<file path="config.mk">
export PLATFORM = sky130hd
export DESIGN_NAME = ber_monitor
export DESIGN_NICKNAME = d
export VERILOG_FILES = /design/src/rtl/ber_monitor_pkg.sv /design/src/rtl/ber_channel.sv /design/src/rtl/ber_monitor.sv
export SDC_FILE = /design/constraint.sdc
export NUM_CORES = 1
export LEC_CHECK = 0
export CAP_MARGIN = 30
export CORE_ASPECT_RATIO = 0.75
export CORE_MARGIN = 1.5
export CORE_UTILIZATION = 25
export CTS_BUF_LIST = sky130_fd_sc_hd__clkbuf_8 sky130_fd_sc_hd__clkbuf_16
export DETAILED_ROUTE_END_ITERATION = 10
export PLACE_DENSITY = 0.47
export SETUP_SLACK_MARGIN = 0.05
export SYNTH_ARGS = -nofsm -noshare
export SYNTH_HDL_FRONTEND = slang
export SYNTH_HIERARCHICAL = 1
export SYNTH_SLANG_ARGS = --single-unit
</file>
<file path="constraint.sdc">
create_clock -name clk -period 7.3 [get_ports clk]
set_input_delay 1.46 -clock clk [delete_from_list [all_inputs] [get_ports clk]]
set_output_delay 1.46 -clock clk [all_outputs]
set_load 0.05 [all_outputs]
</file>
<file path="src/rtl/ber_monitor_pkg.sv">
// ber_monitor_pkg: shared popcount and pointer sizing for the BER monitor
package ber_monitor_pkg;
    localparam int MAX_N = 1024;
    function automatic int ptr_w(input int depth);
        return $clog2(depth) + 1;
    endfunction
    function automatic int unsigned popcount(input logic [MAX_N-1:0] v);
        int unsigned c;
        c = 0;
        for (int i = 0; i < MAX_N; i++) c += 32'(v[i]);
        return c;
    endfunction
endpackage

</file>
<file path="src/rtl/ber_channel.sv">
// ber_channel: per-stream read pointer, two-stage error count and saturating totals
module ber_channel
    import ber_monitor_pkg::*;
#(
    parameter int N     = 17,
    parameter int CNT_W = 32,
    parameter int PW    = 3,
    parameter int EW    = $clog2(N + 1)
) (
    input  logic             clk,
    input  logic             rst_n,
    input  logic             clear,
    input  logic             obs_valid,
    input  logic [N-1:0]     obs_bits,
    input  logic [N-1:0]     ref_bits,
    input  logic [PW-1:0]    wr_ptr,
    output logic [PW-1:0]    rd_ptr,
    output logic             result_valid,
    output logic [EW-1:0]    last_errors,
    output logic [CNT_W-1:0] bit_err_total,
    output logic [CNT_W-1:0] frame_err_total,
    output logic [CNT_W-1:0] frame_total,
    output logic             underflow
);
    localparam int SW = (CNT_W > EW ? CNT_W : EW) + 1;
    localparam logic [CNT_W-1:0] CMAX = '1;
    logic          pending, accept, s1_valid;
    logic [EW-1:0] s1_cnt;
    logic [SW-1:0] bit_sum;
    assign pending = rd_ptr != wr_ptr;
    assign accept  = obs_valid && pending;
    assign bit_sum = SW'(bit_err_total) + SW'(s1_cnt);
    function automatic logic [CNT_W-1:0] inc(input logic [CNT_W-1:0] v, input logic en);
        return (en && v != CMAX) ? v + CNT_W'(1) : v;
    endfunction
    always_ff @(posedge clk or negedge rst_n)
        if (!rst_n) begin
            rd_ptr          <= '0;
            s1_valid        <= 1'b0;
            s1_cnt          <= '0;
            result_valid    <= 1'b0;
            last_errors     <= '0;
            bit_err_total   <= '0;
            frame_err_total <= '0;
            frame_total     <= '0;
            underflow       <= 1'b0;
        end else begin
            rd_ptr       <= rd_ptr + PW'(accept);
            s1_valid     <= accept && !clear;
            s1_cnt       <= EW'(popcount(MAX_N'(obs_bits ^ ref_bits)));
            result_valid <= s1_valid && !clear;
            if (clear) begin
                last_errors     <= '0;
                bit_err_total   <= '0;
                frame_err_total <= '0;
                frame_total     <= '0;
                underflow       <= 1'b0;
            end else begin
                if (obs_valid && !pending) underflow <= 1'b1;
                if (s1_valid) begin
                    last_errors     <= s1_cnt;
                    bit_err_total   <= bit_sum > SW'(CMAX) ? CMAX : bit_sum[CNT_W-1:0];
                    frame_total     <= inc(frame_total, 1'b1);
                    frame_err_total <= inc(frame_err_total, s1_cnt != '0);
                end
            end
        end
endmodule

</file>
<file path="src/rtl/ber_monitor.sv">
// ber_monitor: shared reference-frame buffer feeding independent per-channel bit-error counters
module ber_monitor
    import ber_monitor_pkg::*;
#(
    parameter int N        = 17,
    parameter int CHANNELS = 2,
    parameter int DEPTH    = 4,
    parameter int CNT_W    = 32
) (
    input  logic                                      clk,
    input  logic                                      rst_n,
    input  logic                                      clear,
    input  logic                                      ref_valid,
    output logic                                      ref_ready,
    input  logic                                      ref_x [N],
    input  logic [CHANNELS-1:0]                       obs_valid,
    input  logic                                      obs_x [CHANNELS][N],
    output logic [CHANNELS-1:0]                       result_valid,
    output logic [CHANNELS-1:0][$clog2(N+1)-1:0]      last_errors,
    output logic [CHANNELS-1:0][CNT_W-1:0]            bit_err_total,
    output logic [CHANNELS-1:0][CNT_W-1:0]            frame_err_total,
    output logic [CHANNELS-1:0][CNT_W-1:0]            frame_total,
    output logic                                      overflow,
    output logic [CHANNELS-1:0]                       underflow
);
    localparam int PW = ptr_w(DEPTH);
    localparam int EW = $clog2(N + 1);
    logic [N-1:0]                  mem [DEPTH];
    logic [N-1:0]                  ref_vec;
    logic [CHANNELS-1:0][N-1:0]    obs_vec;
    logic [PW-1:0]                 wr_ptr, max_occ;
    logic [CHANNELS-1:0][PW-1:0]   rd_ptr;
    logic                          wr_en;
    // occupancy is set by whichever channel lags furthest behind the writer
    always_comb begin
        max_occ = '0;
        for (int c = 0; c < CHANNELS; c++)
            max_occ = (wr_ptr - rd_ptr[c]) > max_occ ? wr_ptr - rd_ptr[c] : max_occ;
    end
    assign ref_ready = max_occ < PW'(DEPTH);
    assign wr_en     = ref_valid && ref_ready;
    for (genvar b = 0; b < N; b++) begin : g_ref
        assign ref_vec[b] = ref_x[b];
    end
    always_ff @(posedge clk or negedge rst_n)
        if (!rst_n) begin
            wr_ptr   <= '0;
            overflow <= 1'b0;
        end else begin
            wr_ptr   <= wr_ptr + PW'(wr_en);
            overflow <= !clear && (overflow || (ref_valid && !ref_ready));
        end
    always_ff @(posedge clk)
        if (wr_en) mem[wr_ptr[PW-2:0]] <= ref_vec;
    for (genvar c = 0; c < CHANNELS; c++) begin : g_ch
        for (genvar b = 0; b < N; b++) begin : g_obs
            assign obs_vec[c][b] = obs_x[c][b];
        end
        ber_channel #(.N(N), .CNT_W(CNT_W), .PW(PW), .EW(EW)) u_ch (
            .clk             (clk),
            .rst_n           (rst_n),
            .clear           (clear),
            .obs_valid       (obs_valid[c]),
            .obs_bits        (obs_vec[c]),
            .ref_bits        (mem[rd_ptr[c][PW-2:0]]),
            .wr_ptr          (wr_ptr),
            .rd_ptr          (rd_ptr[c]),
            .result_valid    (result_valid[c]),
            .last_errors     (last_errors[c]),
            .bit_err_total   (bit_err_total[c]),
            .frame_err_total (frame_err_total[c]),
            .frame_total     (frame_total[c]),
            .underflow       (underflow[c])
        );
    end
endmodule

</file>
Word level (Yosys, flattened, before mapping)
Memory sizes are Yosys's and may differ from the RTL's.
Cells that the tools add are included.
W data, S select, Z words.
Storage, ports and cells
  bits in writable memories: 68
  memories: 1
  flip-flop bits (word level): 228
  word-level logic and storage cells: 2153
  output and inout bits: 208
Memories
  mem: words 4, width 17, rd ports 2, clocked after memory_dff 0, write ports 1, RTL line ber_monitor.sv:28  | logic [N-1:0] mem [DEPTH];
Operators by class
  eq/ne operators: 6
  reduce and logical (&&, ||, !) cells: 32
  bitwise gates (word level): 2
  muxes and demuxes: 30
  magnitude comparators: 5
  add/subtract/negate cells: 2057
Operators by type and width (count)
  $add A5 B1 Y5 const B: 2014
  $mux W32: 18
  $add A5 B1 Y5: 30
  $add A32 B1 Y32 const B: 4
  $ne A32 B32 Y1 const B: 4
  $add A32 B5 Y33: 2
  $gt A33 B32 Y1 const B: 2
  $xor A17 B17 Y17: 2
  $mux W5: 4
  $reduce_bool A2 Y1: 8
  $logic_and A1 B1 Y1: 13
  $reduce_bool A5 Y1: 2
  $add A3 B1 Y3: 3
  $reduce_and A2 Y1: 4
  $mux W1: 6
  $mux W3: 2
  $ne A3 B3 Y1: 2
  $sub A3 B3 Y3: 2
  $add A1 B1 Y2: 2
  $logic_not A1 Y1: 4
  $gt A3 B1 Y1 const B: 1
  $gt A3 B3 Y1: 1
  $lt A3 B3 Y1 const B: 1
  $logic_or A1 B1 Y1: 1

Logic depth before layout (Yosys ltp)
Gate-level depths: netlist (run 1).
An unclocked memory read counts as a cell.
  depth after elaboration: 1025
  mapped depth: 15
  mapped depth without buffers: 14

By module
Netlist (run 1), hierarchy kept.
Modules (own cells, without submodules)
  ber_channel (g_ch[1].u_ch): instances 1, cells an instance 692, area each 6576.3 um2, sequential area each 2802.7 um2
  ber_channel (g_ch[0].u_ch): instances 1, cells an instance 683, area each 6457.4 um2, sequential area each 2802.7 um2
  ber_monitor: instances 1, cells an instance 147, area each 3261.9 um2, sequential area each 2142.1 um2

Worst setup path before layout (run 1)
No wires, ideal clock.
  kind: input to register
  start: in obs_x[15] (netlist bit)
  end: reg g_ch[1].u_ch.s1_cnt[4]
  stages on the path: 11
  required time: 7.236 ns
  setup slack: 2.416 ns
  data arrival time: 4.820 ns
  path through: xnor2_1 > fa_1 > inv_1 > fa_1 > fa_1 > inv_1 > fa_1 > fa_1 > fa_1 > nor2b_1 > o21a_1
RTL lines
  start, declared: RTL line ber_monitor.sv:17  | input logic obs_x [CHANNELS][N],
  end signal, assigned: RTL line ber_channel.sv:50  | s1_cnt <= EW'(popcount(MAX_N'(obs_bits ^ ref_bits)));
  end, declared: RTL line ber_channel.sv:28  | logic [EW-1:0] s1_cnt;

Final worst setup path (run 1)
  start: reg g_ch[1].u_ch.rd_ptr[1]
  end: out ref_ready
Between the ends
  word-level cells in the longest chain between the ends: 4
Ends and longest elaborated chain
  start, declared: RTL line ber_channel.sv:17  | output logic [PW-1:0] rd_ptr,
  start signal, assigned: RTL line ber_channel.sv:48  | rd_ptr <= rd_ptr + PW'(accept);
  $sub A3 B3 Y3 *: RTL line ber_monitor.sv:38  | max_occ = (wr_ptr - rd_ptr[c]) > max_occ ? wr_ptr - rd_ptr[c] : max_occ;
  $gt A3 B3 Y1: RTL line ber_monitor.sv:38
  $mux W3 *: RTL line ber_monitor.sv:38
  $lt A3 B3 Y1 *: RTL line ber_monitor.sv:40  | assign ref_ready = max_occ < PW'(DEPTH);
  end, declared: RTL line ber_monitor.sv:14  | output logic ref_ready,
Mark *: on every way between the ends. The rest lies on a longest branch, timed or not.

==> results of run 1 <==
worst reg2reg max path, cell delays in order, from the launching register on:
cell	delay, ns
dfrtp_1	0.95
buf_4	0.35
mux4_2	0.53
xnor2_1	0.24
fa_1	0.48
fa_1	0.54
inv_1	0.06
fa_1	0.47
inv_1	0.06
fa_1	0.50
fa_1	0.42
inv_1	0.09
fa_1	0.41
worst paths after layout:
path,slack (ns),endpoint,cells after the start,from
hold / removal,0.51,g_ch[1].u_ch/underflow$_DFFE_PN0P_,2,g_ch[1].u_ch/underflow$_DFFE_PN0P_
hold reg to reg,0.51,g_ch[1].u_ch/underflow$_DFFE_PN0P_,2,g_ch[1].u_ch/underflow$_DFFE_PN0P_
setup reg to reg,2.08,g_ch[0].u_ch/s1_cnt[1]$_DFF_PN0_,12,g_ch[0].u_ch/rd_ptr[0]$_DFF_PN0_
max in group asynchronous,5.18,g_ch[1].u_ch/bit_err_total[29]$_DFFE_PN0P_,2,rst_n
setup / recovery,1.60,ref_ready,10,g_ch[1].u_ch/rd_ptr[1]$_DFF_PN0_
min in group asynchronous,0.92,g_ch[0].u_ch/bit_err_total[13]$_DFFE_PN0P_,1,rst_n
power by group:
part | internal (mW) | switching [mW] | leakage [nW]
Combinational | 2.55 | 3.10 | 3.87
Sequential | 2.10 | 0.231 | 3.75
Clock | 1.11 | 0.754 | 0.637
metal layers:
metal | global-route usage (%) | up-vias
met5 | 0 | -
met4 | 3.946 | 12
met3 | 4.413 | 74
met2 | 22.55 | 272
met1 | 21.02 | 6365
li1 | - | 6074
Yosys cell counts, drive strengths merged (6+ instances only):
| cell type | instances |
|---|---|
| and2 | 23 |
| nand4 | 64 |
| or4 | 7 |
| nor4 | 20 |
| mux4 | 34 |
| clkbuf | 41 |
| a211oi | 16 |
| nand2 | 73 |
| nor2b | 7 |
| xor2 | 88 |
| and3 | 41 |
| a311oi | 13 |
| buf | 24 |
| a21oi | 59 |
| mux2i | 21 |
| ha | 32 |
| o21ai | 33 |
| or3 | 12 |
| o21a | 9 |
| a31oi | 17 |
| dfrtp | 228 |
| nor2 | 193 |
| nand3 | 76 |
| edfxtp | 68 |
| and4 | 33 |
| a41o | 9 |
| inv | 67 |
| a21o | 14 |
| xnor2 | 67 |
| fa | 26 |
| a41oi | 6 |
| nor3 | 49 |
state kept, by name, indices dropped and copies added (netlist names):
register,count
g_ch.u_ch/bit_err_total,64
g_ch.u_ch/frame_err_total,64
g_ch.u_ch/frame_total,64
g_ch.u_ch/last_errors,10
g_ch.u_ch/rd_ptr,6
g_ch.u_ch/result_valid,2
g_ch.u_ch/s1_cnt,10
g_ch.u_ch/s1_valid,2
g_ch.u_ch/underflow,2
mem,68
overflow,1
wr_ptr,3
cell families after synthesis:
group                    Yosys count  share of synthesized area (%)
buffers and inverters            133                          3.432
flip-flops                       296                          47.54
multiplexers                      55                          5.989
adder cells (fa/ha/maj)           58                          5.651
AND/OR/NAND/NOR                  615                          19.88
XOR/XNOR                         156                          8.469
AO/OA/AOI/OAI                    209                          9.037
stage by stage:
stage | std cells | worst slack (ns) | area (µm²) | hold slack (ns) | util (%)
after floorplan | 1522 | 2.416 | 16300 | 0.4831 | -
after global placement | 2596 | 1.812 | 19860 | 0.4754 | 30.99
after detailed placement | 2599 | 1.812 | 19900 | 0.4885 | 31.06
after CTS | 2667 | 1.503 | 21120 | 0.5121 | 32.97
after global routing | 2668 | 1.397 | 21140 | 0.5349 | 33.00
final | 2668 | 1.600 | 21140 | 0.5073 | 33.00
layout make-up:
class | count | area (µm²) | area share [%]
multi-input combinational | 1093 | 8008 | 37.88
sequential | 296 | 7749 | 36.66
timing repair buffer | 282 | 2821 | 13.35
tap | 861 | 1077 | 5.096
clock buffer | 46 | 1072 | 5.073
inverter | 68 | 255.2 | 1.208
clock inverter | 22 | 155.1 | 0.7340
==> flow_metrics.env, run 1 <==
export IMPL_drtIter0Drc=695
export IMPL_rsz0062_at_grt="no"
export IMPL_finalSetupViolations=0
export IMPL_fin_skew_ns=0.01798
export IMPL_fp_coreArea_um2=64060
export IMPL_syn_area_um2=16300
export IMPL_status="finished clean"
export IMPL_avgViaCountPerCell=4.796
export IMPL_top_layer_used="met5"
export IMPL_h_tree_depth=2
export IMPL_leakage_nw=8.254
export IMPL_synth_top_area_cell="dfrtp_1"
export IMPL_worst_ep_required_time_ns=5.84
export IMPL_arrival_ns=4.24
export IMPL_holdCritPathClass="reg2reg"
export IMPL_pin_count=265
export IMPL_cp_top_family="buffers and inverters"
export IMPL_slowest_delay_ns=0.89
export IMPL_max_clock_freq_mhz=175.4
export IMPL_total_power_mw=9.853
export IMPL_final_setup_tns_ns=0
export IMPL_critPathKind="reg2out"
export IMPL_first_pass_iters=5
export IMPL_synth_top_area_share_pct=35.01
export IMPL_met3_length_um=3522
export IMPL_drive_above_1_share_pct=8.190
export IMPL_slew_viol_final=0
export IMPL_grt_remaining_overflow=0
export IMPL_initial_core_util_pct=25.44
export IMPL_grt_first_pass_wirelength_um=78680
export IMPL_floorplan_die_height_um=224.1
export IMPL_cap_violations=0
export IMPL_tightest_slew_ns=0.9765
export IMPL_vias=12797
export IMPL_peakVddDrop_mv=0.6962
export IMPL_hold_viol=0
export IMPL_end_kind="output pin"
export IMPL_ctsResizeCount=0
export IMPL_synthArstFlopShare_pct=77.03
export IMPL_row_count=80
export IMPL_p_per_area_nw_per_um2=466.1
export IMPL_synth_edff_count=68
export IMPL_antenna_found_initial=7
export IMPL_fin_crit_sh_pct=78.09
export IMPL_yosysSeqAreaShare_pct=47.54
export IMPL_wl_per_cell_um=18.95
export IMPL_nFillCells=6509
export IMPL_grt_pass1_vias=12814
export IMPL_cts_sinks=296
export IMPL_postCtsSetupBuffers=0
export IMPL_drcViolationCount=0
export IMPL_fin_nets=1893
export IMPL_ys_seq_elements=296
export IMPL_start_kind="flip-flop"
export IMPL_cts_tree="done"
export IMPL_cts_made_buffers=37
export IMPL_timing_slew_headroom_pct=34.90
export IMPL_synth_ff_type="dfrtp_1"
export IMPL_crit_path_cell_trace="inv_1 > fa_1 > xor2_1 > xnor2_1 > ha_1 > a21oi_1 > o211ai_2 > o21a_4 > inv_2 > clkdlybuf4s50_1"
export IMPL_chipWidth_um=297.8
export IMPL_cts_hold_fix_buffers=0
export IMPL_grt_start_max_net_pins=120
export IMPL_layout_commonest_cell="clkdlybuf4s50_1"
export IMPL_antenna_cells=0
export IMPL_clk_path_buf_depth=3
export IMPL_ys_warn_count=6
export IMPL_place_congestion=0.8166
export IMPL_synth_cell_type_count=77
export IMPL_grt_use_total_pct=15.03
export IMPL_syn_avg_cell_area_um2=10.71
export IMPL_area_delta_synth_final_pct=29.71
export IMPL_wl_um=50570
export IMPL_dieArea_um2=66740
export IMPL_final_cell_mix="clkdlybuf4s50_1, dfrtp_1, nor2_1"
export IMPL_ant_nets=0
export IMPL_cts_root_buf="clkbuf_16"
export IMPL_clk_pin_slew_ns=0.06
export IMPL_routedLengthMet1_um=23860
export IMPL_routed_wl_met2_um=22020
export IMPL_crit_buf_inv=3
export IMPL_synth_area_leaders="dfrtp_1, edfxtp_1, xor2_1"
export IMPL_syn_nets=1637
export IMPL_crit_fanout=15
export IMPL_cpMaxStageDelayCell="dfrtp_1"
export IMPL_placement_io_buffers=264
export IMPL_finalCriticalPeriod_ns=5.700
export IMPL_dp_hpwl_um=36140
export IMPL_clk_latency_ns=0.55
export IMPL_syn_inst=1522
(Power assumes the default switching activity.)
==> run 2: changes to the inputs <==
==> constraint.sdc (replaced) <==
create_clock -name clk -period 5.8 [get_ports clk]
set_input_delay 1.16 -clock clk [delete_from_list [all_inputs] [get_ports clk]]
set_output_delay 1.16 -clock clk [all_outputs]
set_load 0.05 [all_outputs]
==> flow_metrics.env, run 2 (synthesis results as in run 1) <==
export IMPL_p_int_mw=7.260
export IMPL_crit_buf_inv=4
export IMPL_initial_core_util_pct=25.44
export IMPL_cp_startpoint="g_ch[1].u_ch/rd_ptr[1]$_DFF_PN0_"
export IMPL_cts_sinks=296
export IMPL_start_kind="flip-flop"
export IMPL_cts_made_buffers=39
export IMPL_max_clock_freq_mhz=191.1
export IMPL_floorplan_die_height_um=224.1
export IMPL_wl_per_cell_um=18.92
export IMPL_finalCriticalPeriod_ns=5.234
export IMPL_holdCritPathClass="reg2reg"
export IMPL_finalSetupViolations=0
export IMPL_tightest_slew_ns=1.056
export IMPL_worstReg2RegStart="g_ch[1].u_ch/rd_ptr[0]$_DFF_PN0_"
export IMPL_grt_first_pass_wirelength_um=77870
export IMPL_worst_ep_required_time_ns=4.64
export IMPL_placement_io_buffers=264
export IMPL_h_tree_depth=2
export IMPL_p_comb_share_pct=57.0
export IMPL_drtIter0Drc=747
export IMPL_p_clk_share_pct=19.3
export IMPL_use_met1_pct=20.98
export IMPL_grt_pass1_vias=12662
export IMPL_final_setup_tns_ns=0
export IMPL_cts_root_buf="clkbuf_16"
export IMPL_critPathKind="reg2out"
export IMPL_drcViolationCount=0
export IMPL_grt_start_max_net_pins=110
export IMPL_final_cell_mix="clkdlybuf4s50_1, dfrtp_1, nor2_1"
export IMPL_avgViaCountPerCell=4.883
export IMPL_cp_top_family="buffers and inverters"
export IMPL_slew_viol_final=0
export IMPL_layout_commonest_cell="clkdlybuf4s50_1"
export IMPL_cts_tree="done"
export IMPL_arrival_ns=4.07
export IMPL_clk_path_buf_depth=3
export IMPL_sw_frac_of_total_pct=41.45
export IMPL_rsz0062_at_grt="no"
export IMPL_first_pass_iters=5
export IMPL_gr_usage_met2_pct=22.41
export IMPL_grt_remaining_overflow=0
export IMPL_crit_path_cell_trace="buf_4 > inv_1 > fa_1 > xor2_1 > xnor2_1 > ha_1 > a21oi_1 > o211ai_2 > o21a_4 > inv_2 > clkdlybuf4s50_1"
export IMPL_ff2ff_setup_slack_ns=0.93
export IMPL_min_from="g_ch[0].u_ch/underflow$_DFFE_PN0P_"
export IMPL_row_count=80
export IMPL_vias=13061
export IMPL_dpl_worst_slack_ns=0.5834
export IMPL_antenna_cells=0
export IMPL_place_congestion=0.8081
export IMPL_fin_skew_ns=0.01587
export IMPL_fp_coreArea_um2=64060
export IMPL_status="finished clean"
export IMPL_hold_viol=0
export IMPL_nFillCells=6509
export IMPL_clk_pin_slew_ns=0.05
export IMPL_timing_slew_headroom_pct=29.39
export IMPL_chipWidth_um=297.8
export IMPL_ctsResizeCount=0
export IMPL_leakage_nw=8.277
export IMPL_dieArea_um2=66740
export IMPL_end_kind="output pin"
export IMPL_dp_hpwl_um=36340
export IMPL_crit_fanout=8
export IMPL_use_met3_pct=4.306
export IMPL_antenna_found_initial=8
export IMPL_final_cell_count_no_fill=2675
export IMPL_postCtsSetupBuffers=0
export IMPL_ant_nets=0
export IMPL_p_per_area_nw_per_um2=585.7
export IMPL_grt_most_used_layer="met2"
export IMPL_cpMaxStageDelayCell="clkdlybuf4s50_1"
export IMPL_clk_latency_ns=0.55
export IMPL_drive_above_1_share_pct=8.600
export IMPL_area_delta_synth_final_pct=29.91
export IMPL_cap_violations=0
export IMPL_fin_crit_sh_pct=90.24
export IMPL_largest_register_ffs=68
export IMPL_pin_count=265
export IMPL_p_switching_mw=5.139
export IMPL_slowest_delay_ns=0.84
export IMPL_cts_hold_fix_buffers=0
export IMPL_seqPwrFrac_pct=23.7
export IMPL_fin_nets=1899
export IMPL_setup_ws_ns=0.5661
export IMPL_wl_um=50620
export IMPL_holdWs_ns=0.4960
export IMPL_grt_use_total_pct=14.93
export IMPL_peakVddDrop_mv=0.8395
export IMPL_dp_cells=2603
run 2: worst register-to-register path: cells and delay by family, from the launching register on:
kind | cells | cell delay (ns)
adders and majority gates | 6 | 2.96
xor gates and xnor gates | 1 | 0.17
AOI/OAI and AO/OA | 1 | 0.12
and+or+nand+nor | 1 | 0.13
muxes | 1 | 0.54
buffers and inverters | 3 | 0.37
DFF | 1 | 0.51
run 2: path summary, 6_finish.rpt:
kind	cells past startpoint	endpoint
worst min register to register	2	g_ch[0].u_ch/underflow$_DFFE_PN0P_
worst max register to register	13	g_ch[1].u_ch/s1_cnt[4]$_DFF_PN0_
worst min-delay path	2	g_ch[0].u_ch/underflow$_DFFE_PN0P_
min in group asynchronous	1	g_ch[0].u_ch/bit_err_total[20]$_DFFE_PN0P_
max in group asynchronous	2	g_ch[1].u_ch/frame_total[23]$_DFFE_PN0P_
worst max-delay path	11	ref_ready
run 2: area by class of cell:
class	instances	area, µm²	area share (%)
Multi-Input combinational cell	1093	8008	37.83
Sequential cell	296	7749	36.60
Timing Repair Buffer	286	2824	13.34
Tap cell	861	1077	5.089
Clock buffer	44	1045	4.935
Inverter	68	255.2	1.206
Clock inverter	27	212.7	1.005
run 2: routing by layer:
| metal | vias up | wire [µm] | part of all wire (%) |
|---|---|---|---|
| met4 | 12 | 978 | 1.9 |
| met1 | 6545 | 23560 | 47 |
| met2 | 342 | 22560 | 45 |
| li1 | 6088 | - | - |
| met3 | 74 | 3440 | 6.8 |
| met5 | - | 80 | 0.16 |
run 2: stage by stage:
stage	power (mW)	utilization [%]	instance area (µm²)
after detailed placement	10.25	31.07	19910
after CTS	12.76	33.04	21160
after global routing	13.68	33.05	21170
final	12.40	33.05	21170
after global placement	10.08	31.06	19900
after floorplan	8.409	-	16300
run 2: power by group through the flow:
stage          clock [mW]  combinational [mW]  sequential, mW
5_1_grt              2.58                8.12            2.99
6_report             2.39                7.07            2.94
4_1_cts              2.50                7.32            2.95
3_5_place_dp            0                7.26            2.98
2_1_floorplan           0                5.38            3.03
3_3_place_gp            0                7.11            2.97
